<file path="src/rtl/fb_pkg.sv">
// Shared framebuffer types and width helpers for the pixel packer/unstacker pair.
package fb_pkg;

   typedef logic [15:0]      pixel_t;
   typedef logic [7:0][15:0] chunk_t;
   typedef logic [7:0]       chunk_mask_t;

   function automatic int addr_w(input int hres, input int vres);
      return $clog2(hres * vres);
   endfunction

   function automatic int chunk_w(input int hres, input int vres);
      return $clog2((hres * vres) / 8);
   endfunction

endpackage

</file>
<file path="src/rtl/pixel_prio_enc.sv">
// Lowest-set-bit priority encoder over an 8-bit pixel enable mask.
module pixel_prio_enc (
   input  logic [7:0] bits_i,
   output logic [2:0] idx_o,
   output logic       any_o
);

   // Lowest index wins so pixels leave a chunk in ascending address order.
   always_comb begin
      any_o = |bits_i;
      casez (bits_i)
         8'b???????1: idx_o = 3'd0;
         8'b??????10: idx_o = 3'd1;
         8'b?????100: idx_o = 3'd2;
         8'b????1000: idx_o = 3'd3;
         8'b???10000: idx_o = 3'd4;
         8'b??100000: idx_o = 3'd5;
         8'b?1000000: idx_o = 3'd6;
         8'b10000000: idx_o = 3'd7;
         default:     idx_o = 3'd0;
      endcase
   end

endmodule

</file>
<file path="src/rtl/pixel_unstacker.sv">
// Splits 8-pixel framebuffer chunks into a one-pixel-per-cycle stream with
// full pixel addresses; an active plus a pending slot hides chunk turnover.
module pixel_unstacker
   import fb_pkg::*;
#(
   parameter  int HRES     = 1280,
   parameter  int VRES     = 720,
   localparam int ADDR_W   = addr_w(HRES, VRES),
   localparam int CHUNK_W  = chunk_w(HRES, VRES),
   localparam int LAST_PIX = HRES * VRES - 1
) (
   input  logic               clk_in,
   input  logic               rst_n_in,
   input  logic               chunk_valid_in,
   output logic               chunk_ready_out,
   input  logic [CHUNK_W-1:0] chunk_addr_in,
   input  chunk_t             chunk_data_in,
   input  chunk_mask_t        chunk_mask_in,
   input  logic               pixel_ready_in,
   output logic               pixel_valid_out,
   output logic [ADDR_W-1:0]  pixel_addr_out,
   output pixel_t             pixel_data_out,
   output logic               frame_last_out,
   output logic               busy_out
);

   logic               act_valid_q, act_valid_d;
   logic [CHUNK_W-1:0] act_addr_q, act_addr_d;
   chunk_t             act_data_q, act_data_d;
   chunk_mask_t        act_rem_q, act_rem_d;
   logic               pend_valid_q, pend_valid_d;
   logic [CHUNK_W-1:0] pend_addr_q, pend_addr_d;
   chunk_t             pend_data_q, pend_data_d;
   chunk_mask_t        pend_mask_q, pend_mask_d;

   logic [2:0]  idx_s;
   logic        any_s;
   logic        fire_s;
   logic        accept_s;
   logic        retire_s;
   chunk_mask_t rem_after_s;

   pixel_prio_enc u_prio_enc (
      .bits_i (act_rem_q),
      .idx_o  (idx_s),
      .any_o  (any_s)
   );

   // Ready is held low while reset is asserted, so it is gated by the reset pin.
   assign chunk_ready_out = rst_n_in && !pend_valid_q;
   assign accept_s        = chunk_valid_in && chunk_ready_out;
   assign pixel_valid_out = act_valid_q && any_s;
   assign fire_s          = pixel_valid_out && pixel_ready_in;
   assign rem_after_s     = fire_s ? (act_rem_q & ~(chunk_mask_t'(8'd1) << idx_s)) : act_rem_q;
   // A zero-mask chunk has nothing left from the start and retires right away.
   assign retire_s        = act_valid_q && (rem_after_s == chunk_mask_t'(8'd0));

   assign pixel_addr_out  = ADDR_W'({act_addr_q, idx_s});
   assign pixel_data_out  = act_data_q[idx_s];
   assign frame_last_out  = pixel_valid_out && (pixel_addr_out == ADDR_W'(LAST_PIX));
   assign busy_out        = act_valid_q || pend_valid_q;

   // Slot transfer: retire/refill priority, then pending capture, then direct load.
   always_comb begin
      act_valid_d  = act_valid_q;
      act_addr_d   = act_addr_q;
      act_data_d   = act_data_q;
      act_rem_d    = act_rem_q;
      pend_valid_d = pend_valid_q;
      pend_addr_d  = pend_addr_q;
      pend_data_d  = pend_data_q;
      pend_mask_d  = pend_mask_q;
      if (retire_s) begin
         if (pend_valid_q) begin
            act_valid_d  = 1'b1;
            act_addr_d   = pend_addr_q;
            act_data_d   = pend_data_q;
            act_rem_d    = pend_mask_q;
            pend_valid_d = accept_s;
            if (accept_s) begin
               pend_addr_d = chunk_addr_in;
               pend_data_d = chunk_data_in;
               pend_mask_d = chunk_mask_in;
            end else begin
               pend_mask_d = chunk_mask_t'(8'd0);
            end
         end else if (accept_s) begin
            act_valid_d = 1'b1;
            act_addr_d  = chunk_addr_in;
            act_data_d  = chunk_data_in;
            act_rem_d   = chunk_mask_in;
         end else begin
            act_valid_d = 1'b0;
            act_rem_d   = chunk_mask_t'(8'd0);
         end
      end else if (act_valid_q) begin
         act_rem_d = rem_after_s;
         if (accept_s) begin
            pend_valid_d = 1'b1;
            pend_addr_d  = chunk_addr_in;
            pend_data_d  = chunk_data_in;
            pend_mask_d  = chunk_mask_in;
         end else begin
            pend_valid_d = pend_valid_q;
         end
      end else if (accept_s) begin
         act_valid_d = 1'b1;
         act_addr_d  = chunk_addr_in;
         act_data_d  = chunk_data_in;
         act_rem_d   = chunk_mask_in;
      end else begin
         act_valid_d = 1'b0;
      end
   end

   // Slot state registers; reset drops every buffered chunk.
   always_ff @(posedge clk_in or negedge rst_n_in) begin
      if (!rst_n_in) begin
         act_valid_q  <= 1'b0;
         act_addr_q   <= '0;
         act_data_q   <= '0;
         act_rem_q    <= '0;
         pend_valid_q <= 1'b0;
         pend_addr_q  <= '0;
         pend_data_q  <= '0;
         pend_mask_q  <= '0;
      end else begin
         act_valid_q  <= act_valid_d;
         act_addr_q   <= act_addr_d;
         act_data_q   <= act_data_d;
         act_rem_q    <= act_rem_d;
         pend_valid_q <= pend_valid_d;
         pend_addr_q  <= pend_addr_d;
         pend_data_q  <= pend_data_d;
         pend_mask_q  <= pend_mask_d;
      end
   end

endmodule

</file>
<file path="config.mk">
export PLATFORM = sky130hd
export DESIGN_NAME = pixel_unstacker
export DESIGN_NICKNAME = d
export VERILOG_FILES = /design/src/rtl/fb_pkg.sv /design/src/rtl/pixel_prio_enc.sv /design/src/rtl/pixel_unstacker.sv
export SDC_FILE = /design/constraint.sdc
export NUM_CORES = 1
export LEC_CHECK = 0
export CAP_MARGIN = 20
export CORE_ASPECT_RATIO = 1.25
export CORE_MARGIN = 3
export CORE_UTILIZATION = 35
export CTS_BUF_LIST = sky130_fd_sc_hd__clkbuf_4
export CTS_CLUSTER_SIZE = 14
export DETAILED_ROUTE_END_ITERATION = 8
export SETUP_SLACK_MARGIN = 0.5
export SLEW_MARGIN = 10
export SYNTH_ARGS = -nofsm -noshare
export SYNTH_HDL_FRONTEND = slang
export SYNTH_SLANG_ARGS = --single-unit
</file>
<file path="constraint.sdc">
create_clock -name clk_in -period 2.9 [get_ports clk_in]
set_input_delay 0.58 -clock clk_in [delete_from_list [all_inputs] [get_ports clk_in]]
set_output_delay 0.58 -clock clk_in [all_outputs]
set_load 0.05 [all_outputs]
</file>
# [Word level (Yosys, flattened, before mapping)]
# Index checks and enable logic that the tools add are counted.
# W data, S select, Z words.
[word_totals] regBits=308 latch_bits=0 ramBits=0 romBits=0 input_bits=157 out_inout_bits=40 mem_count=0
[classes] n_addsub=0 multipliers=0 n_div=0 magnitude_cmp=1 n_eq_ne=10 n_shift=1 n_mux=36 bitwise_logic=2 reduce_logical=16
[op_table] cell="$mux W128" n=8
[op_table] cell="$mux W17" n=8
[op_table] cell="$mux W8" n=9
[op_table] cell="$bmux W16 S3" n=1
[op_table] cell="$pmux W3 S7" n=1
[op_table] cell="$eq A20 B20 Y1 const B" n=1
[op_table] cell="$mux W16" n=1
[op_table] cell="$and A8 B8 Y8" n=1
[op_table] cell="$eq A8 B8 Y1 const B" n=1
[op_table] cell="$logic_not A8 Y1" n=1
[op_table] cell="$mux W1" n=8
[op_table] cell="$not A8 Y8" n=1
[op_table] cell="$reduce_or A8 Y1" n=1
[op_table] cell="$shl A1 B3 Y8 const A" n=1
[op_table] cell="$eq A7 B7 Y1 const B" n=1
[op_table] cell="$eq A6 B6 Y1 const B" n=1
[op_table] cell="$logic_and A1 B1 Y1" n=6
[op_table] cell="$eq A5 B5 Y1 const B" n=1
[op_table] cell="$eq A4 B4 Y1 const B" n=1
[op_table] cell="$lt A3 B4 Y1 const B" n=1
[op_table] cell="$reduce_and A2 Y1" n=2
[op_table] cell="$reduce_bool A2 Y1" n=2
[op_table] cell="$eq A3 B3 Y1 const B" n=1
[op_table] cell="$reduce_and A3 Y1" n=1
[op_table] cell="6 further kinds" n=6

# [Longest topological paths before layout]
[logic_depth] word_depth=10 mapped_depth=11 depth_no_buf=6

# [Cells and area by module]
# Synthesis repeated with hierarchy kept, for this count alone.
[unflattened] hier_cells=1037 area_unflattened_um2=14629.0
[modules_own_cells] module="pixel_unstacker" n_inst=1 cells_each=1024 area_each_um2=14547.7 seq_area_each_um2=7707.4
[modules_own_cells] module="pixel_prio_enc" n_inst=1 cells_each=13 area_each_um2=81.3 seq_area_each_um2=0.0

# [Worst setup path after synthesis]
# Ideal clock, no wire load.
[synth_path] path_kind="register -> output" from="register act_rem_q[6]" to="output port pixel_data_out[5]" arrival_time_ns=3.786 slack_ns=-1.466 path_stages_with_launch=11 path_buffers=4 path_cell_list="dfrtp_1 clkbuf_1 nand2b_1 a21oi_1 o21a_1 clkbuf_1 or2_2 clkbuf_1 clkbuf_1 mux2i_1 a221oi_1"
[synth_between] elab_chain_cells=4
[synth_rtl] item="start, declared" line_no="pixel_unstacker.sv:30" text="chunk_mask_t act_rem_q, act_rem_d;"
[synth_rtl] item="start signal, assigned" line_no="pixel_unstacker.sv:131" text="act_rem_q <= act_rem_d;"
[synth_rtl] item="$eq A8 B8 Y1 / $eq A7 B7 Y1 (equally long branches)" line_no="pixel_prio_enc.sv:11" text="casez (bits_i)"
[synth_rtl] item="$pmux W3 S7 (*)" line_no="pixel_prio_enc.sv:11"
[synth_rtl] item="named net pixel_addr_out[0]" line_no="pixel_unstacker.sv:21" text="output logic [ADDR_W-1:0] pixel_addr_out,"
[synth_rtl] item="$bmux W16 S3 (*)" line_no="pixel_unstacker.sv:59" text="assign pixel_data_out = act_data_q[idx_s];"
[synth_rtl] item="$mux W16 (not written as such) (*)" line_no="pixel_unstacker.sv:59"
[synth_rtl] item="end, declared" line_no="pixel_unstacker.sv:22" text="output pixel_t pixel_data_out,"
# The timed path passes the listed nets; every way through them passes the cells marked *. The select of a mux whose other input is x is not followed.

# [Final worst setup path]
[layout_path] from="register act_rem_q[0]" to="register act_data_q[88] (netlist name)"
[layout_between] elab_chain_cells=9
[layout_rtl] item="$eq A8 B8 Y1, or another cell as far along" line_no="pixel_prio_enc.sv:11"
[layout_rtl] item="$pmux W3 S7" line_no="pixel_prio_enc.sv:11"
[layout_rtl] item="$shl A1 B3 Y8" line_no="pixel_unstacker.sv:54" text="assign rem_after_s = fire_s ? (act_rem_q & ~(chunk_mask_t'(8'd1) << idx_s)) : act_rem_q;"
[layout_rtl] item="$not A8 Y8" line_no="pixel_unstacker.sv:54"
[layout_rtl] item="$and A8 B8 Y8" line_no="pixel_unstacker.sv:54"
[layout_rtl] item="$mux W8 (*)" line_no="pixel_unstacker.sv:54"
[layout_rtl] item="$logic_not A8 Y1 (*)" line_no="pixel_unstacker.sv:56" text="assign retire_s = act_valid_q && (rem_after_s == chunk_mask_t'(8'd0));"
[layout_rtl] item="$logic_and A1 B1 Y1 (*)" line_no="pixel_unstacker.sv:56"
[layout_rtl] item="$ne A2 B1 Y1 (no line) / $mux W128 (equally long branches)"
[layout_rtl] item="end signal, assigned" line_no="pixel_unstacker.sv:130" text="act_data_q <= act_data_d;"
[layout_rtl] item="end, declared" line_no="pixel_unstacker.sv:29" text="chunk_t act_data_q, act_data_d;"
# Every way passes the cells marked *; elsewhere a longest branch is shown, timed or not.
# A chain may end at the register's enable or synchronous reset.

==> key figures <==
STA
  – Unrepaired setup endpoints after global routing: true
  – Slew Limit Headroom: 44.9%
  – Slew Viols, Final: 0
  – Final period util: 125%
  – Worst clock skew: 63.0 ps
  – Fin crit period: 3630 ps
  – Setup ws final: -735 ps
  – Endpoints failing hold: 0
  – Max Fclk: 275 MHz
  – Actual slew at the worst max-slew pin: 827 ps
  – Final setup viols: 329

Clock tree
  – Clk_lat worst skew: 810 ps
  – Reg clk slew, reported paths: 70 ps
  – TritonCTS clock tree: yes
  – CTS Buffer Depth: 3
  – # clock sinks: 308
  – Num CTS Buffers: 84
  – CTS root buffer: clkbuf_4
  – H-tree levels: 3

Logic synthesis
  – Unique cell type count in the Yosys netlist: 50
  – Yosys synthesis warning count: 0
  – Yosys reg bits: 308
  – Mean post-synth cell area: 12.9 um2
  – Top cells by area, synth: dfrtp_1 (55%), mux2_2 (12%), o2bb2ai_1 (9.8%)
  – Post-synthesis sequential area ratio: 55.4%
  – Synth Cell Area: 13900 um2
  – Post-synth EDFFs: 0
  – Share of the synthesized area in the top cell type: 55.4%
  – Prevailing post-synth register cell: dfrtp_1
  – Post-synthesis cell count: 1078
  – Area leader, netlist: dfrtp_1
  – Synth Net Count: 1235
  – Asr flop ratio synth: 100%

Critical path
  – R2R cell count: 15
  – Worst path slowest cell: or4_4
  – Top Family by Delay on Critical Path: buffers and inverters
  – Crit. End Element: flop
  – Worst path max stage delay: 560 ps
  – Worst path arrival time: 4350 ps
  – CP Buf/Inv Count: 9
  – RR Endpoint: act_data_q[88]
  – Crit Path Max Fanout: 5
  – Crit path cell chain: or4_4, buf_4, buf_6, buf_6, or3_4, buf_4, buf_6, o31a_1, buf_6, a2111oi_4, buf_4, clkbuf_16, buf_16, a22oi_1, o2bb2ai_2
  – Startpoint types: flop
  – Reg2reg start: act_rem_q[0]
  – CP dominant cell by count: buf_6
  – Crit Path Class: reg2reg
  – Worst R2R Setup Slack: -730 ps
  – CP required: 3610 ps

Route
  – DRC Markers: 0
  – Final WL: 51300 um
  – Drt wl/cell: 25.3 um
  – Final ANT Viol Nets: 0
  – Vias: 11635
  – Number of vias per cell: 5.74
  – Pre-Repair DR Iteration Count: 5
  – DR iter-0 viols: 902

Placed design
  – Buffers added on ports: 196
  – GP Congestion: 0.858
  – Post-DP HPWL: 30000 um

Floorplanning
  – Full die area: 42200 um2
  – # rows: 81
  – Ports: 197
  – Core box area: 39200 um2
  – Die width: 184 um
  – Die Y: 229 um
  – Initial core utilization: 35.4%

Job
  – Number of max-cap violations: 0

Global route
  – Global Route Usage Sum: 22.2%
  – Vias in the first global route: 11783
  – Global-route wire length before repair: 72200 um
  – Largest net degree at the start of global routing: 141
  – Total global routing overflow: 0
  – Initial antenna violation count: 5

Worst hold path
  – HP Class: in2reg
  – Hold path depth: 2
  – Hold Path End: pend_data_q[3]
  – Hold Startpoint: chunk_data_in[3]

Layout
  – Most frequent cells in the layout: dfrtp_1 (306), clkdlybuf4s50_1 (172), mux2_2 (149), clkbuf_4 (129), o2bb2ai_2 (107)
  – FILL cells: 3089
  – Fin nets: 1622
  – Layout cells sized above 1: 51.3%
  – Utilization after layout: 56.8%
  – Area Growth Syn to Fin: 60.4%
  – Most common cell after layout, fill and taps aside: dfrtp_1

Run status
  – Violated checks: setup timing
  – Status: finished with violations

Pwr
  – Pleak: 8.79 nW
  – Power Dens Cells: 1280 nW/um2
  – Max VDD drop: 0.744 mV
  – Design Power: 28.5 mW
[kinds of logic (layout without fill, tap and decap cells)]
family | Yosys count | count (layout) | synth area share (%)
buffers and inverters | 115 | 562 | 3.65
other | 0 | 4 | 0
multiplexers | 167 | 167 | 14.3
AND/OR/NAND/NOR | 78 | 79 | 3.02
AO/OA/AOI/OAI | 410 | 410 | 23.6
flip-flops | 308 | 308 | 55.4
[cell usage after synthesis, types with 3 or more instances]
master     instances
a21oi_1           24
a221o_1            5
a221oi_1          34
a22o_1             8
a22oi_1          147
buf_1             13
buf_2             13
buf_4             10
buf_6              3
clkbuf_1          71
dfrtp_1          308
inv_1              3
mux2_2           149
mux2i_1            8
mux4_2            10
nand2_1           11
nand2b_1          10
nand3_1            7
nor2_1            14
nor3_1            12
nor3b_1            4
nor4_1             3
o21a_1             6
o21ai_0           13
o2bb2ai_1        155
or2_2              3
[power by group]
| part | total (mW) | internal [mW] | leakage, nW | switching, mW |
|---|---|---|---|---|
| Clock | 4.23 | 2.28 | 0.664 | 1.94 |
| Sequential | 7.91 | 6.32 | 3.93 | 1.59 |
| Combinational | 16.3 | 8.24 | 4.19 | 8.09 |
[final cells by class]
class | count | area, um2 | share of cell area [%]
clock inverters | 18 | 155 | 0.696
flip-flops and latches | 308 | 7710 | 34.6
diodes | 4 | 10.0 | 0.0449
inverters | 5 | 23.8 | 0.107
clock buffers | 129 | 968 | 4.34
repair buffers | 410 | 5280 | 23.7
multi-input cells | 656 | 7530 | 33.8
well taps | 498 | 623 | 2.80
[flip-flops by register name (all words and copies together) (netlist names)]
register      flops
act_rem_q         8
act_valid_q       1
pend_valid_q      1
act_addr_q       17
pend_addr_q      17
pend_mask_q       8
pend_data_q     128
act_data_q      128
[per-stage QoR]
step	setup TNS (ps)	hold slack [ps]	setup slack, ps	instances	instance area (um2)
finish	-190670	408	-735	2028	22300
global placement	-54400	467	-242	1767	18500
detailed placement	-65930	471	-295	1767	18500
CTS	-97740	364	-743	1966	20700
floorplan	0	284	63.5	1078	15400
global route	-214040	376	-822	2028	22300
[layer usage]
metal	global-route usage, %	up-vias	routed length [um]	part of all wire (%)
li1	-	5134	-	-
met1	29.3	6043	21400	42
met2	36.9	378	26100	51
met3	3.82	80	2470	4.8
met4	7.82	0	1320	2.6
met5	0	-	0	0
[how the worst max path moves through the flow]
stage | from | endpoint | slack, ps | depth (start not counted)
floorplan | act_rem_q[6] | pixel_data_out[5] | 60 | 10
global placement | pixel_ready_in | act_data_q[108] | -240 | 10
detailed placement | pixel_ready_in | act_data_q[72] | -300 | 10
CTS | act_rem_q[3] | pixel_data_out[3] | -740 | 6
global route | act_rem_q[0] | act_addr_q[10] | -820 | 15
finish | act_rem_q[0] | act_data_q[88] | -730 | 15
[what timing repair did]
action | 4_1_cts | 5_1_grt
cloned | 11 | 40
setup buffers | 40 | 18
hold endpoints to repair | 61 | 0
pin swaps | 23 | 133
resized for setup | 87 | 112
hold buffers | 1 | 0
endpoints found under the setup margin | 347 | 347
Power figures use the tool's default switching activity.
